File: src/rtl/subtree_rr_arbiter_if.sv
// Stream port bundle between the child requesters of one hierarchy level and
// the shared parent-level consumer.
interface subtree_rr_arbiter_if #(
  parameter int N_REQ  = 2,
  parameter int DATA_W = 32
);
  localparam int SRC_W = (N_REQ > 1) ? $clog2(N_REQ) : 1;

  logic [N_REQ-1:0]        req_valid;
  logic [N_REQ*DATA_W-1:0] req_data;
  logic [N_REQ-1:0]        req_last;
  logic [N_REQ-1:0]        req_ready;
  logic                    out_valid;
  logic [DATA_W-1:0]       out_data;
  logic                    out_last;
  logic [SRC_W-1:0]        out_src;
  logic                    out_ready;
  logic [N_REQ-1:0]        grant;
  logic                    stall_timeout;

  // master: requesters plus downstream consumer; slave: the arbiter
  modport master (
    output req_valid, req_data, req_last, out_ready,
    input  req_ready, out_valid, out_data, out_last, out_src, grant, stall_timeout
  );
  modport slave (
    input  req_valid, req_data, req_last, out_ready,
    output req_ready, out_valid, out_data, out_last, out_src, grant, stall_timeout
  );
endinterface

File: src/rtl/subtree_rr_arbiter.sv
// Packet-granular round-robin arbiter for one shared stream port, with a stall
// watchdog that force-releases an owner that stops making progress.
module subtree_rr_lane #(
  parameter int DATA_W = 32
) (
  input  logic              sel,
  input  logic              valid,
  input  logic [DATA_W-1:0] data,
  input  logic              last,
  input  logic              down_ready,
  output logic              ready,
  output logic              valid_m,
  output logic [DATA_W-1:0] data_m,
  output logic              last_m
);
  // Non-selected lanes contribute zeros so the top can OR-reduce.
  assign ready   = sel & down_ready;
  assign valid_m = sel & valid;
  assign data_m  = sel ? data : '0;
  assign last_m  = sel & last;
endmodule

module subtree_rr_arbiter #(
  parameter int N_REQ     = 2,
  parameter int DATA_W    = 32,
  parameter int MAX_STALL = 16
) (
  input logic                 clk,
  input logic                 rst,
  subtree_rr_arbiter_if.slave bus
);
  localparam int SRC_W = (N_REQ > 1) ? $clog2(N_REQ) : 1;

  typedef enum logic {IDLE, GRANTED} state_t;

  state_t                       state;
  logic [SRC_W-1:0]             owner, ptr, winner, nxt;
  logic [7:0]                   stall_cnt;
  logic                         any_req, hs;
  logic [N_REQ-1:0]             sel, valid_m, last_m;
  logic [N_REQ-1:0][DATA_W-1:0] data_m;

  for (genvar i = 0; i < N_REQ; i++) begin : g_lane
    assign sel[i] = (state == GRANTED) && (owner == SRC_W'(i));
    subtree_rr_lane #(.DATA_W(DATA_W)) u_lane (
      .sel       (sel[i]),
      .valid     (bus.req_valid[i]),
      .data      (bus.req_data[i*DATA_W +: DATA_W]),
      .last      (bus.req_last[i]),
      .down_ready(bus.out_ready),
      .ready     (bus.req_ready[i]),
      .valid_m   (valid_m[i]),
      .data_m    (data_m[i]),
      .last_m    (last_m[i])
    );
  end

  always_comb begin
    bus.out_data = '0;
    for (int i = 0; i < N_REQ; i++) bus.out_data = bus.out_data | data_m[i];
  end

  assign bus.grant     = sel;
  assign bus.out_valid = |valid_m;
  assign bus.out_last  = |last_m;
  assign bus.out_src   = (state == GRANTED) ? owner : '0;
  assign hs            = bus.out_valid & bus.out_ready;
  assign any_req       = |bus.req_valid;
  assign nxt           = (owner == SRC_W'(N_REQ - 1)) ? '0 : owner + 1'b1;

  // First valid requester at or after ptr, wrapping modulo N_REQ.
  always_comb begin
    logic             found;
    logic [SRC_W-1:0] cand;
    int               j;
    winner = ptr;
    found  = 1'b0;
    cand   = '0;
    j      = 0;
    for (int k = 0; k < N_REQ; k++) begin
      j    = (int'(ptr) + k) % N_REQ;
      cand = SRC_W'(j);
      if (!found && bus.req_valid[cand]) begin
        winner = cand;
        found  = 1'b1;
      end
    end
  end

  always_ff @(posedge clk or posedge rst) begin
    if (rst) begin
      state             <= IDLE;
      owner             <= '0;
      ptr               <= '0;
      stall_cnt         <= '0;
      bus.stall_timeout <= 1'b0;
    end else begin
      bus.stall_timeout <= 1'b0;
      case (state)
        IDLE: begin
          if (any_req) begin
            owner     <= winner;
            stall_cnt <= '0;
            state     <= GRANTED;
          end
        end
        GRANTED: begin
          // A handshake on the threshold cycle beats the watchdog.
          if (hs) begin
            stall_cnt <= '0;
            if (bus.out_last) begin
              state <= IDLE;
              ptr   <= nxt;
            end
          end else if (stall_cnt == 8'(MAX_STALL - 1)) begin
            state             <= IDLE;
            ptr               <= nxt;
            stall_cnt         <= '0;
            bus.stall_timeout <= 1'b1;
          end else begin
            stall_cnt <= stall_cnt + 8'd1;
          end
        end
      endcase
    end
  end
endmodule
File: src/flat_wrapper.sv
// flat-port wrapper written by rule: the top's interface ports become plain ports
module subtree_rr_arbiter_flat 
#(
  parameter int N_REQ     = 2,
  parameter int DATA_W    = 32,
  parameter int MAX_STALL = 16
)
  (clk, rst, bus_req_valid, bus_req_data, bus_req_last, bus_out_ready, bus_req_ready, bus_out_valid, bus_out_data, bus_out_last, bus_out_src, bus_grant, bus_stall_timeout);
  subtree_rr_arbiter_if #(.N_REQ(N_REQ), .DATA_W(DATA_W)) bus_i ();
  input logic clk;
  input logic rst;
  input wire logic [$bits(bus_i.req_valid)-1:0] bus_req_valid;
  input wire logic [$bits(bus_i.req_data)-1:0] bus_req_data;
  input wire logic [$bits(bus_i.req_last)-1:0] bus_req_last;
  input wire logic [$bits(bus_i.out_ready)-1:0] bus_out_ready;
  output wire logic [$bits(bus_i.req_ready)-1:0] bus_req_ready;
  output wire logic [$bits(bus_i.out_valid)-1:0] bus_out_valid;
  output wire logic [$bits(bus_i.out_data)-1:0] bus_out_data;
  output wire logic [$bits(bus_i.out_last)-1:0] bus_out_last;
  output wire logic [$bits(bus_i.out_src)-1:0] bus_out_src;
  output wire logic [$bits(bus_i.grant)-1:0] bus_grant;
  output wire logic [$bits(bus_i.stall_timeout)-1:0] bus_stall_timeout;
  assign bus_i.req_valid = bus_req_valid;
  assign bus_i.req_data = bus_req_data;
  assign bus_i.req_last = bus_req_last;
  assign bus_i.out_ready = bus_out_ready;
  assign bus_req_ready = bus_i.req_ready;
  assign bus_out_valid = bus_i.out_valid;
  assign bus_out_data = bus_i.out_data;
  assign bus_out_last = bus_i.out_last;
  assign bus_out_src = bus_i.out_src;
  assign bus_grant = bus_i.grant;
  assign bus_stall_timeout = bus_i.stall_timeout;
  subtree_rr_arbiter #(.N_REQ(N_REQ), .DATA_W(DATA_W), .MAX_STALL(MAX_STALL)) u_core (.clk(clk), .rst(rst), .bus(bus_i));
endmodule
File: config.mk
export PLATFORM = sky130hd
export DESIGN_NAME = subtree_rr_arbiter_flat
export DESIGN_NICKNAME = d
export VERILOG_FILES = /design/src/rtl/subtree_rr_arbiter_if.sv /design/src/rtl/subtree_rr_arbiter.sv /design/src/flat_wrapper.sv
export SDC_FILE = /design/constraint.sdc
export NUM_CORES = 1
export LEC_CHECK = 0
export ABC_AREA = 0
export CAP_MARGIN = 20
export CELL_PAD_IN_SITES_DETAIL_PLACEMENT = 1
export CELL_PAD_IN_SITES_GLOBAL_PLACEMENT = 1
export CORE_MARGIN = 2
export CORE_UTILIZATION = 22
export CTS_CLUSTER_DIAMETER = 80
export DETAILED_ROUTE_END_ITERATION = 10
export GPL_TIMING_DRIVEN = 0
export PLACE_DENSITY = 0.8
export SYNTH_ARGS = -nofsm -noshare
export SYNTH_HDL_FRONTEND = slang
export SYNTH_HIERARCHICAL = 1
export SYNTH_SLANG_ARGS = --single-unit
File: constraint.sdc
create_clock -name clk -period 2.2 [get_ports clk]
set_input_delay 0.44 -clock clk [delete_from_list [all_inputs] [get_ports clk]]
set_output_delay 0.44 -clock clk [all_outputs]
set_load 0.03 [all_outputs]
==> metrics.cfg <==
[outcome]
status = completed

[critical_path]
cp-start-kind = flip-flop
reg2reg_from = u_core/owner
reg2reg_slack_ps = 360
critPathRequiredTime_ps = 1760
worst-setup-path-type = flip-flop to output pin
reg2regPathDepth = 6
cp_max_fo = 10
critPathCaptureType = output pin
r2r_end = u_core/stall_cnt[5]
cp.arrival_ps = 1700

[cts]
h-tree-depth = 1
cts.path.max_buffers = 2
numCtsBuffers = 3
clk_pin_slew_ps = 50
cts_tree = done
cts.sinks = 12
root_buffer = clkbuf_8
clock_latency_ps = 230

[floorplan]
rows = 29
start_util_pct = 22.47
die_area_um2 = 7030
ios = 111
die_w_um = 83.85
core_um2 = 6241
fp.dieH_um = 83.85

[worst_hold_path]
hold_class = flip-flop to flip-flop
holdPathStages = 1
hp-start = u_core/stall_cnt[7]
worstHoldEndpoint = u_core/stall_cnt[7]

[logic_synthesis]
ys_ff_latch = 12
avgSynthCellArea_um2 = 8.155
yosys_warnings = 6
ys_types = 34
synth_cells = 172
seq_area_frac_synth_pct = 21.41
syn_area_um2 = 1403
syn-num-nets = 244

[sta]
hold_viol = 0
period_minus_slack_ps = 2136
setup_violations = 0
slew_headroom_pct = 53.55
tightestPinTransition_ps = 691.4
drv_slew = 0
fin_ws_ps = 63.60
fin_crit_sh_pct = 97.11
fin_worst_skew_ps = 0.7878
rsz0062_at_grt = false
fmax_mhz = 468.1

[cells_and_area]
fin_nets = 361
final_common_cell = clkdlybuf4s50_1
drive_gt1_share_pct = 55.05
syn_to_final_growth_pct = 79.57
n_antenna_cell = 0
instances_no_fill = 364
final_cell_mix = clkdlybuf4s50_1 (73), and2_2 (71), or2_2 (33), buf_2 (30), dfrtp_1 (11)

[placed_design]
hpwlAfterDp_mm = 4.192
dp_cells = 359
preCtsSetupSlack_ps = -553.2
place_congestion = 0.7590
portBuffers = 110

[route]
wl_per_cell_um = 14.15
drcViolationCount = 0
ant_nets = 0
vias_per_cell = 4.374
drtIter0Drc = 29
firstDrtPassIters = 4
vias = 1592
wl_mm = 5.150

[global_route]
grt_start_max_net_pins = 13
grt_pass1_wl_mm = 8.404
track_usage_pct = 14.50
overflow = 0
grt_pass1_vias = 1648
antenna_found_initial = 0

[power_and_ir_drop]
ir_worst_vdd_v = 0.0005488
total_power_mw = 3.177
cellPowerDensity_nw_per_um2 = 1261
p_leak_nw = 1.210

[run]
maxCapViolations = 0

-- area by class of cell --
class | count | area (µm²)
flip-flops and latches | 12 | 301.5
clock buffers | 3 | 41.29
well taps | 77 | 96.34
inverters | 3 | 11.26
multi-input cells | 151 | 1071
repair buffers | 111 | 947.2
plain buffers | 7 | 50.05
fillers | 761 | 3722
-- sequential cells by signal (all words and copies together) (netlist names) --
| name | cells |
|---|---|
| u_core/stall_cnt | 8 |
| u_core/bus.stall_timeout | 1 |
| u_core/ptr | 1 |
| u_core/owner | 1 |
| u_core/state | 1 |
-- metal layers --
| metal | vias up | GRT usage (%) | share of wire [%] |
|---|---|---|---|
| met2 | 62 | 27.20 | 51 |
| li1 | 785 | - | - |
| met3 | 2 | 2.176 | 4.8 |
| met5 | - | 0 | 0 |
| met1 | 743 | 17.64 | 43 |
| met4 | 0 | 2.346 | 0.31 |
-- where the power goes --
part	internal, mW	total (mW)	switching (mW)
logic	1.14	2.63	1.49
registers	0.282	0.358	0.0761
clock network	0.120	0.193	0.0729
total	1.54	3.18	1.64
-- timing repair --
item | 4_1_cts | 5_1_grt
hold buffers | 0 | 0
gates cloned | 0 | 1
setup buffers | 1 | 0
endpoints found under the setup margin | 39 | 33
gates resized for setup | 163 | 21
pin swaps | 0 | 1
-- cell families after synthesis --
family	Yosys count	synth area share (%)
fa+ha+maj	1	0.8919
xor+xnor	1	0.6246
simple gates	126	61.64
compound gates	19	9.723
mux	3	2.230
buf+inv	10	3.479
flops	12	21.41
-- critical path, cell delays in order, from the launching register on --
cell and delay [ps]:
dfrtp_2 440, and2_4 200, buf_2 170, and2_2 170
or2_2 290, buf_2 180
-- cell usage after synthesis, drive strengths merged --
master	instances	area share, %
o21ai	6	2.4
inv	3	0.80
or2	34	15
a32o	1	0.71
mux2	1	0.80
and4b	1	0.98
buf	1	0.54
o21a	1	0.54
nor3	2	1.1
xnor2	1	0.62
and2	71	38
a211oi	1	1.4
ha	1	0.89
nor3b	2	1.1
nand3	2	0.71
and3	2	0.98
nand2	5	1.3
nand4	1	0.45
dfrtp	12	21
nor2	4	1.1
a21oi	4	1.4
clkbuf	6	2.1
a22o	2	1.2
or3	2	0.89
a21o	2	1.1
mux2i	2	1.4
a31oi	2	0.89
-- how the worst max path moves through the flow --
stage	from	end	slack [ps]
final	u_core/owner	bus_out_data[23]	60
after global routing	u_core/owner	bus_out_data[23]	2
after CTS	u_core/owner	bus_out_data[1]	-80
after detailed placement	u_core/state	bus_out_data[0]	-550
after global placement	u_core/state	bus_out_data[30]	-540
after floorplan	u_core/state	u_core/ptr	40
-- per-stage QoR --
step                TNS (ps)  util, %  hold WS, ps  area [µm²]
finish                     0    40.36        493.8        2519
global route               0    40.36        531.9        2519
detailed placement    -17240    41.66        493.7        2600
global placement      -17210    41.66        482.0        2600
CTS                   -76.10    40.34        500.3        2517
floorplan                  0        -        304.7        1403
(Power assumes the default switching activity.)
